**config.mk**
```make
export PLATFORM = sky130hd
export DESIGN_NAME = program_loader
export DESIGN_NICKNAME = d
export VERILOG_FILES = /design/src/rtl/program_loader.sv
export SDC_FILE = /design/constraint.sdc
export NUM_CORES = 2
export LEC_CHECK = 0
export CAP_MARGIN = 0
export CELL_PAD_IN_SITES_DETAIL_PLACEMENT = 1
export CELL_PAD_IN_SITES_GLOBAL_PLACEMENT = 1
export CORE_AREA = 4 4 401 403
export CTS_CLUSTER_SIZE = 10
export DETAILED_ROUTE_END_ITERATION = 8
export DIE_AREA = 0 0 405 407
export GPL_TIMING_DRIVEN = 1
export MAX_ROUTING_LAYER = met4
export PLACE_DENSITY_LB_ADDON = 0.1
export SYNTH_ARGS = -nofsm -noshare
export SYNTH_HDL_FRONTEND = slang
export SYNTH_SLANG_ARGS = --single-unit
export TNS_END_PERCENT = 20
```
**constraint.sdc**
```tcl
create_clock -name clk -period 3 [get_ports clk]
set_input_delay 0.6 -clock clk [delete_from_list [all_inputs] [get_ports clk]]
set_output_delay 0.6 -clock clk [all_outputs]
set_load 0.01 [all_outputs]
```
**src/rtl/program_loader.sv**
```systemverilog
// program_loader: boot-stage byte-stream loader for the single-cycle RV32I core.
// Accepts a header byte N followed by 4*N little-endian data bytes over a
// valid/ready handshake, builds a registered instruction image and holds the
// core in reset until the image is complete.
// Optional: define PROGRAM_LOADER_CHECKSUM_EN to require a trailing XOR
// checksum byte before the core is released.
module program_loader #(
  parameter int unsigned NUM_WORDS = 32,
  parameter int unsigned IDX_W     = 5
) (
  input  logic              clk,
  input  logic              reset,
  input  logic              start,
  input  logic              in_valid,
  input  logic [7:0]        in_byte,
  output logic              in_ready,
  output logic [31:0]       instructions [NUM_WORDS],
  output logic              cpu_reset,
  output logic              done,
  output logic              error,
  output logic [IDX_W:0]    word_count
);

  localparam logic [31:0] NOP   = 32'h0000_0013;
  localparam int unsigned CW    = IDX_W + 1;
  localparam logic [8:0]  MAX_N = 9'(NUM_WORDS);

`ifdef PROGRAM_LOADER_CHECKSUM_EN
  typedef enum logic [2:0] {
    S_IDLE   = 3'd0,
    S_HEADER = 3'd1,
    S_LOAD   = 3'd2,
    S_CHECK  = 3'd3,
    S_RUN    = 3'd4,
    S_ERROR  = 3'd5
  } state_t;
`else
  typedef enum logic [2:0] {
    S_IDLE   = 3'd0,
    S_HEADER = 3'd1,
    S_LOAD   = 3'd2,
    S_RUN    = 3'd4,
    S_ERROR  = 3'd5
  } state_t;
`endif

  state_t          r_state;
  logic [31:0]     r_instr [NUM_WORDS];
  logic            r_cpu_reset;
  logic            r_done;
  logic            r_error;
  logic [IDX_W:0]  r_word_count;
  logic [IDX_W:0]  r_n;
  logic [1:0]      r_byte_idx;
  logic [23:0]     r_asm;
`ifdef PROGRAM_LOADER_CHECKSUM_EN
  logic [7:0]      r_xor;
`endif

  logic            w_in_ready;
  logic            w_hdr_bad;
  logic            w_last_word;

  // Ready is a pure decode of the state so the producer never waits on itself.
  always_comb begin
    w_in_ready = 1'b0;
    case (r_state)
      S_HEADER, S_LOAD: w_in_ready = 1'b1;
`ifdef PROGRAM_LOADER_CHECKSUM_EN
      S_CHECK:          w_in_ready = 1'b1;
`endif
      default:          w_in_ready = 1'b0;
    endcase
  end

  // Header sanity and last-word detection for the current transfer.
  always_comb begin
    w_hdr_bad   = (in_byte == 8'd0) || ({1'b0, in_byte} > MAX_N);
    w_last_word = ((r_word_count + 1'b1) == r_n);
  end

  // Loader FSM: handshake sequencing, word assembly, image writes and core reset control.
  always_ff @(posedge clk) begin
    if (reset) begin
      r_state      <= S_IDLE;
      for (int unsigned i = 0; i < NUM_WORDS; i++) r_instr[i] <= NOP;
      r_cpu_reset  <= 1'b1;
      r_done       <= 1'b0;
      r_error      <= 1'b0;
      r_word_count <= '0;
      r_n          <= '0;
      r_byte_idx   <= '0;
      r_asm        <= '0;
`ifdef PROGRAM_LOADER_CHECKSUM_EN
      r_xor        <= '0;
`endif
    end else begin
      case (r_state)
        S_IDLE: begin
          if (start) r_state <= S_HEADER;
        end

        S_HEADER: begin
          if (in_valid) begin
            if (w_hdr_bad) begin
              r_state <= S_ERROR;
              r_error <= 1'b1;
            end else begin
              r_state      <= S_LOAD;
              r_n          <= CW'(in_byte);
              r_word_count <= '0;
              r_byte_idx   <= '0;
              r_asm        <= '0;
              for (int unsigned i = 0; i < NUM_WORDS; i++) r_instr[i] <= NOP;
`ifdef PROGRAM_LOADER_CHECKSUM_EN
              r_xor        <= '0;
`endif
            end
          end
        end

        S_LOAD: begin
          if (in_valid) begin
`ifdef PROGRAM_LOADER_CHECKSUM_EN
            r_xor <= r_xor ^ in_byte;
`endif
            case (r_byte_idx)
              2'd0: r_asm[7:0]   <= in_byte;
              2'd1: r_asm[15:8]  <= in_byte;
              2'd2: r_asm[23:16] <= in_byte;
              default: begin
                if (r_word_count < r_n)
                  r_instr[r_word_count[IDX_W-1:0]] <= {in_byte, r_asm};
                r_word_count <= r_word_count + 1'b1;
                // Core release shares the edge with the final word write so
                // its first unreset cycle already sees the whole image.
                if (w_last_word) begin
`ifdef PROGRAM_LOADER_CHECKSUM_EN
                  r_state     <= S_CHECK;
`else
                  r_state     <= S_RUN;
                  r_cpu_reset <= 1'b0;
                  r_done      <= 1'b1;
`endif
                end
              end
            endcase
            r_byte_idx <= r_byte_idx + 2'd1;
          end
        end

`ifdef PROGRAM_LOADER_CHECKSUM_EN
        S_CHECK: begin
          if (in_valid) begin
            if (in_byte == r_xor) begin
              r_state     <= S_RUN;
              r_cpu_reset <= 1'b0;
              r_done      <= 1'b1;
            end else begin
              r_state <= S_ERROR;
              r_error <= 1'b1;
            end
          end
        end
`endif

        S_RUN: begin
          if (start) begin
            r_state     <= S_HEADER;
            r_cpu_reset <= 1'b1;
            r_done      <= 1'b0;
          end
        end

        S_ERROR: begin
          if (start) begin
            r_state <= S_HEADER;
            r_error <= 1'b0;
          end
        end

        default: r_state <= S_IDLE;
      endcase
    end
  end

  assign in_ready     = w_in_ready;
  assign instructions = r_instr;
  assign cpu_reset    = r_cpu_reset;
  assign done         = r_done;
  assign error        = r_error;
  assign word_count   = r_word_count;

endmodule
```
Word-level counts from Yosys, hierarchy flattened
Index checks and enable logic that the tools add are counted.
{"block": "word_totals", "ff_bits": 1068, "inputBits": 12, "out_inout_bits": 1034}
{"block": "op_classes", "add_sub_neg": 2, "n_lt_le_gt_ge": 4, "eq_ne": 20, "muxes": 46, "bitwise": 2, "n_reduce_logical": 21}
{"op": "two-way mux 1024 bit", "count": 5}
{"op": "one-hot mux 1024 bit (2 select lines)", "count": 1}
{"op": "bitwise mux 1024 bit", "count": 1}
{"op": "demux 32 bit (select 5 bit)", "count": 1}
{"op": "two-way mux 24 bit", "count": 3}
{"op": "one-hot mux 24 bit (2 select lines)", "count": 1}
{"op": "two-way mux 32 bit", "count": 1}
{"op": "AND reduction 5 bit", "count": 6}
{"op": "two-way mux 6 bit", "count": 4}
{"op": "two-way mux 8 bit", "count": 3}
{"op": "inequality test 2 bit (second input constant)", "count": 12}
{"op": "two-way mux 3 bit", "count": 6}
{"op": "one-hot mux 6 bit (2 select lines)", "count": 1}
{"op": "two-way mux 1 bit", "count": 11}
{"op": "one-hot mux 3 bit (3 select lines)", "count": 1}
{"op": "> comparator 8 x 6 -> 1 bit (second input constant)", "count": 1}
{"op": "zero test 8 bit", "count": 1}
{"op": "AND reduction 4 bit", "count": 2}
{"op": "adder 6 x 1 -> 6 bit (second input constant)", "count": 1}
{"op": "== test 3 bit (second input constant)", "count": 2}
{"op": "== test 6 bit", "count": 1}
{"op": ">= comparator 6 bit (second input constant)", "count": 1}
{"op": "< comparator 6 x 1 -> 1 bit (second input constant)", "count": 1}
{"op": "< comparator 6 bit", "count": 1}
{"op": "other kinds (20)", "count": 27}

Logic depth before layout (Yosys ltp)
{"block": "logic_depth", "ltp_word": 10, "ltp_mapped": 11, "mapped_depth_nobuf": 7}

Least setup slack after synthesis
No wires, ideal clock.
{"block": "synth_path", "kind": "register to register", "start": "register r_word_count[1] (netlist: word_count[1])", "end": "register r_instr (netlist bit instructions[672])", "setup_time_ns": 0.132, "arrival_ns": 2.583, "slack_ns": 0.285, "path_stages_with_launch": 11, "n_path_buf": 4, "synth_period_minus_slack_ns": 2.715, "path_cell_list": "dfxtp_1 -> ha_1 -> nor2b_1 -> o21a_1 -> o2111ai_1 -> buf_2 -> buf_2 -> buf_2 -> clkbuf_1 -> nand4_1 -> mux2i_1"}
{"block": "synth_via", "elab_chain_len": 10}
{"item": "start, declared", "line": "52", "source": "logic [IDX_W:0] r_word_count;"}
{"item": "start signal, assigned", "line": "134", "source": "r_word_count <= r_word_count + 1'b1;"}
{"item": "inverter 5 -> 6 bit (not written as such)", "line": "133", "source": "r_instr[r_word_count[IDX_W-1:0]] <= {in_byte, r_asm};"}
{"item": ">= comparator 6 bit (not written as such) / < comparator 6 x 1 -> 1 bit (equally long branches)", "line": "133"}
{"item": "logical AND 1 bit (not written as such)", "line": "133"}
{"item": "two-way mux 32 bit (not written as such)", "line": "133"}
{"item": "demux 32 bit (select 5 bit)", "line": "133"}
{"item": "bitwise mux 1024 bit", "line": "133"}
{"item": "two-way mux 1024 bit", "line": "132", "source": "if (r_word_count < r_n)"}
{"item": "two-way mux 1024 bit", "line": "127", "source": "case (r_byte_idx)"}
{"item": "two-way mux 1024 bit", "line": "123", "source": "if (in_valid) begin"}
{"item": "one-hot mux 1024 bit (2 select lines)", "line": "98", "source": "case (r_state)"}
{"item": "end signal, assigned by index", "line": "133"}
{"item": "end, declared", "line": "48", "source": "logic [31:0] r_instr [NUM_WORDS];"}
Several ways; a longest one is shown, not always the timed one. The select of a mux whose other input is x is not followed.
A chain may end at the register's enable or synchronous reset.

Final worst setup path
{"block": "layout_path", "start": "register r_n[4]", "end": "register r_instr (netlist bit instructions[831])"}
{"block": "layout_via", "elab_chain_len": 3}
{"item": "start, declared", "line": "53", "source": "logic [IDX_W:0] r_n;"}
{"item": "start signal, assigned", "line": "110", "source": "r_n <= CW'(in_byte);"}
{"item": "< comparator 6 bit", "line": "132"}
{"item": "inequality test 2 bit (no line)"}
{"item": "AND reduction 6 bit (no line)"}
Every way passes these cells.

==> run summary <==
status: finished clean
ys flop type: dfxtp_1
P_sw: 6.99 mW
Routed Antenna Nets: 0
worst reg2reg startpoint: r_n[4]
WP data arrival: 3540 ps
Remaining Overflow, GRT: 0
first-pass GRT wire length: 268 mm
register area: 21400 um2
Final #Nets: 4145
Pleak: 20.7 nW
pwr dens: 549 nW/um2
post-synthesis area per instance: 11.7 um2
die height: 407 um
Finished Layout Cells: 6263
Max IR drop VDD: 0.000537 V
CP top delay family: compound AO/OA/AOI/OAI gates
Sw Ratio: 0.233
asr flop ratio synth: 0
RSZ-0062 raised after global routing: yes
Core Footprint: 157000 um2
most frequent CP cell: a21o_1
crit path from: r_n[4]
clock sinks: 1068
Synth area leader: dfxtp_1
Least-Margin Pin Slew: 1090 ps
H-Tree Level Count: 4
placed cells: 6056
worst skew pair latency: 760 ps
Synth warnings: 0
CP Buf/Inv Count: 3
Critical Path RT: 3650 ps
max frequency: 345 MHz
max-cap viol count: 0
largest fanout on the critical path: 29
Multi-input gate area: 13200 um2
Mapped Nets: 3106
final setup fails: 0
WS Path Type: register to register
Critical Path Sink: instructions[831]
drt pass-1 iters: 5
R2R cell count: 9
fin util: 0.347
DP Wirelength: 139 mm
drt drc: 0
Slew Limit Fails: 0
clock slew at reported path FFs: 60 ps
Die X: 405 um
worst hold path class: input port to register
PortBufs: 1045
area grow syn2layout: 51.8%
ratio of cells with drive above 1 in the final layout: 0.122
vias in the first global route: 31000
Cell Int Power: 23.0 mW
Worst Hold Launch: reset
Cell Area, Synth: 36000 um2
Synth top area share: 0.594
Pwr Total: 30.0 mW
most frequent cells in the layout: 1068 x dfxtp_1, 1044 x clkdlybuf4s50_1, 828 x a22o_1
DR vias/cell: 4.83
TNS Setup: 0 ps
Seq pwr share: 0.474
FILL cells: 17000
DIE AREA: 165000 um2
initial cell density of the core: 0.229
Inserted Clock Buffers: 133
WL/cell: 31.5 um
ranking of synthesized cells by area: dfxtp_1 59%, a22o_1 20%, mux2i_1 5.0%
Final Routed Wirelength: 197 mm
post-synthesis cell type count: 59
GP Congestion: 0.781
CP peak stage delay: 580 ps
register area share after synthesis: 0.594
largest net degree at the start of global routing: 64
cells after synthesis: 3080
Final Hold Viols: 0
clock skew: 31.0 ps
instance count on the critical path: 9
CP Cell Sequence: inv_1, ha_1, a21o_1, a21o_1, nor4_1, buf_4, a21oi_4, buf_12, a22o_1
final worst path period need: 2900 ps
Root Buffer: clkbuf_16
#FFs+latches synth: 1068
slowest cell on the critical path: nor4_1
initial antenna violation count: 5
cts hold-fix bufs: 0
Initial DRC Count: 2021
row cnt: 146
Worst slew margin: 0.271
commonest non-fill, non-tap cell in the layout: dfxtp_1
final worst-path cycle share: 0.966
power share of the clock group: 0.501
all-layer global routing usage: 0.237
Comb power frac: 0.025
EDFF count, synth: 0
I/O pin count: 1046
maximum root-to-sink buffer count: 3
vias post-DR: 30200
element type at the critical path start: register
CTS tree: done
Worst Setup End Kind: register
R2R Setup Slk: 100 ps
R2R Path End: instructions[831]
-- cell type report --
type	count	share of cell area
repair buffers	1279	0.245
multi-input cells	1623	0.242
diodes	1	0.0000458
flip-flops and latches	1068	0.391
well taps	2072	0.0475
clock buffers	185	0.0675
inverters	14	0.000962
clock inverters	21	0.00488
-- flip-flops by register name (all words and copies together), names as in the netlist --
register	count
cpu_reset	1
word_count	6
r_state	3
r_byte_idx	2
r_n	6
r_asm	24
error	1
done	1
instructions	1024
-- metrics by stage --
stage | worst slack, ps | cell area (um2) | hold WS, ps
finish | 103 | 54600 | 416
global route | -18.6 | 54600 | 391
CTS | 77.9 | 54600 | 341
detailed placement | -407 | 50700 | 452
global placement | -380 | 50700 | 445
floorplan | 285 | 36000 | 440
-- power by group through the flow --
| stage | logic, mW | clock network, mW | registers (mW) |
|---|---|---|---|
| 2_1_floorplan | 0.391 | 0 | 14.5 |
| 3_3_place_gp | 0.785 | 0 | 14.5 |
| 3_5_place_dp | 0.779 | 0 | 14.5 |
| 4_1_cts | 0.782 | 15.5 | 14.2 |
| 5_1_grt | 0.810 | 16.1 | 14.2 |
| 6_report | 0.763 | 15.0 | 14.2 |
-- tightest hold or removal path, stage by stage --
cell	delay [ps]
buf_2	150
buf_4	250
nor2_1	120
-- timing repair --
item / in CTS / in global routing
setup buffers: 0 / 0
endpoints found under the setup margin: 32 / 3
gates resized for setup: 1 / 0
-- how the worst min path moves through the flow --
stage,endpoint,slack (ps),cells after the start
floorplan,r_n[0],440,2
global placement,instructions[13],450,2
detailed placement,instructions[524],450,2
CTS,error,340,3
global route,error,390,3
finish,error,420,3
-- layer usage --
| layer | global-route usage | share of wire | vias to the layer above |
|---|---|---|---|
| li1 | - | - | 13500 |
| met1 | 0.281 | 0.42 | 15500 |
| met2 | 0.393 | 0.48 | 1012 |
| met3 | 0.0641 | 0.066 | 226 |
| met4 | 0.0705 | 0.030 | 0 |
| met5 | - | 0 | - |
-- cell families after synthesis --
group,Yosys count,synth area share
mux,182,0.0507
buf+inv,389,0.0530
compound gates,987,0.240
xor+xnor,7,0.00170
simple gates,433,0.0560
flops,1068,0.594
fa+ha+maj,14,0.00487
-- synthesized netlist by cell type, drive strengths merged, types with 3 or more instances --
| master | n |
|---|---|
| nand3 | 35 |
| dfxtp | 1068 |
| a32o | 8 |
| a32oi | 3 |
| o211ai | 8 |
| nor4 | 11 |
| ha | 14 |
| nor3 | 13 |
| buf | 186 |
| and2 | 10 |
| o21ai | 9 |
| nor2 | 134 |
| nor2b | 8 |
| a21oi | 55 |
| a22o | 828 |
| nand4 | 29 |
| a41oi | 26 |
| a211oi | 4 |
| mux2i | 181 |
| xor2 | 4 |
| xnor2 | 3 |
| a21o | 4 |
| nand2b | 12 |
| nand2 | 134 |
| a311oi | 25 |
| clkbuf | 189 |
| and3 | 38 |
| inv | 14 |
Power figures use the tool's default switching activity.
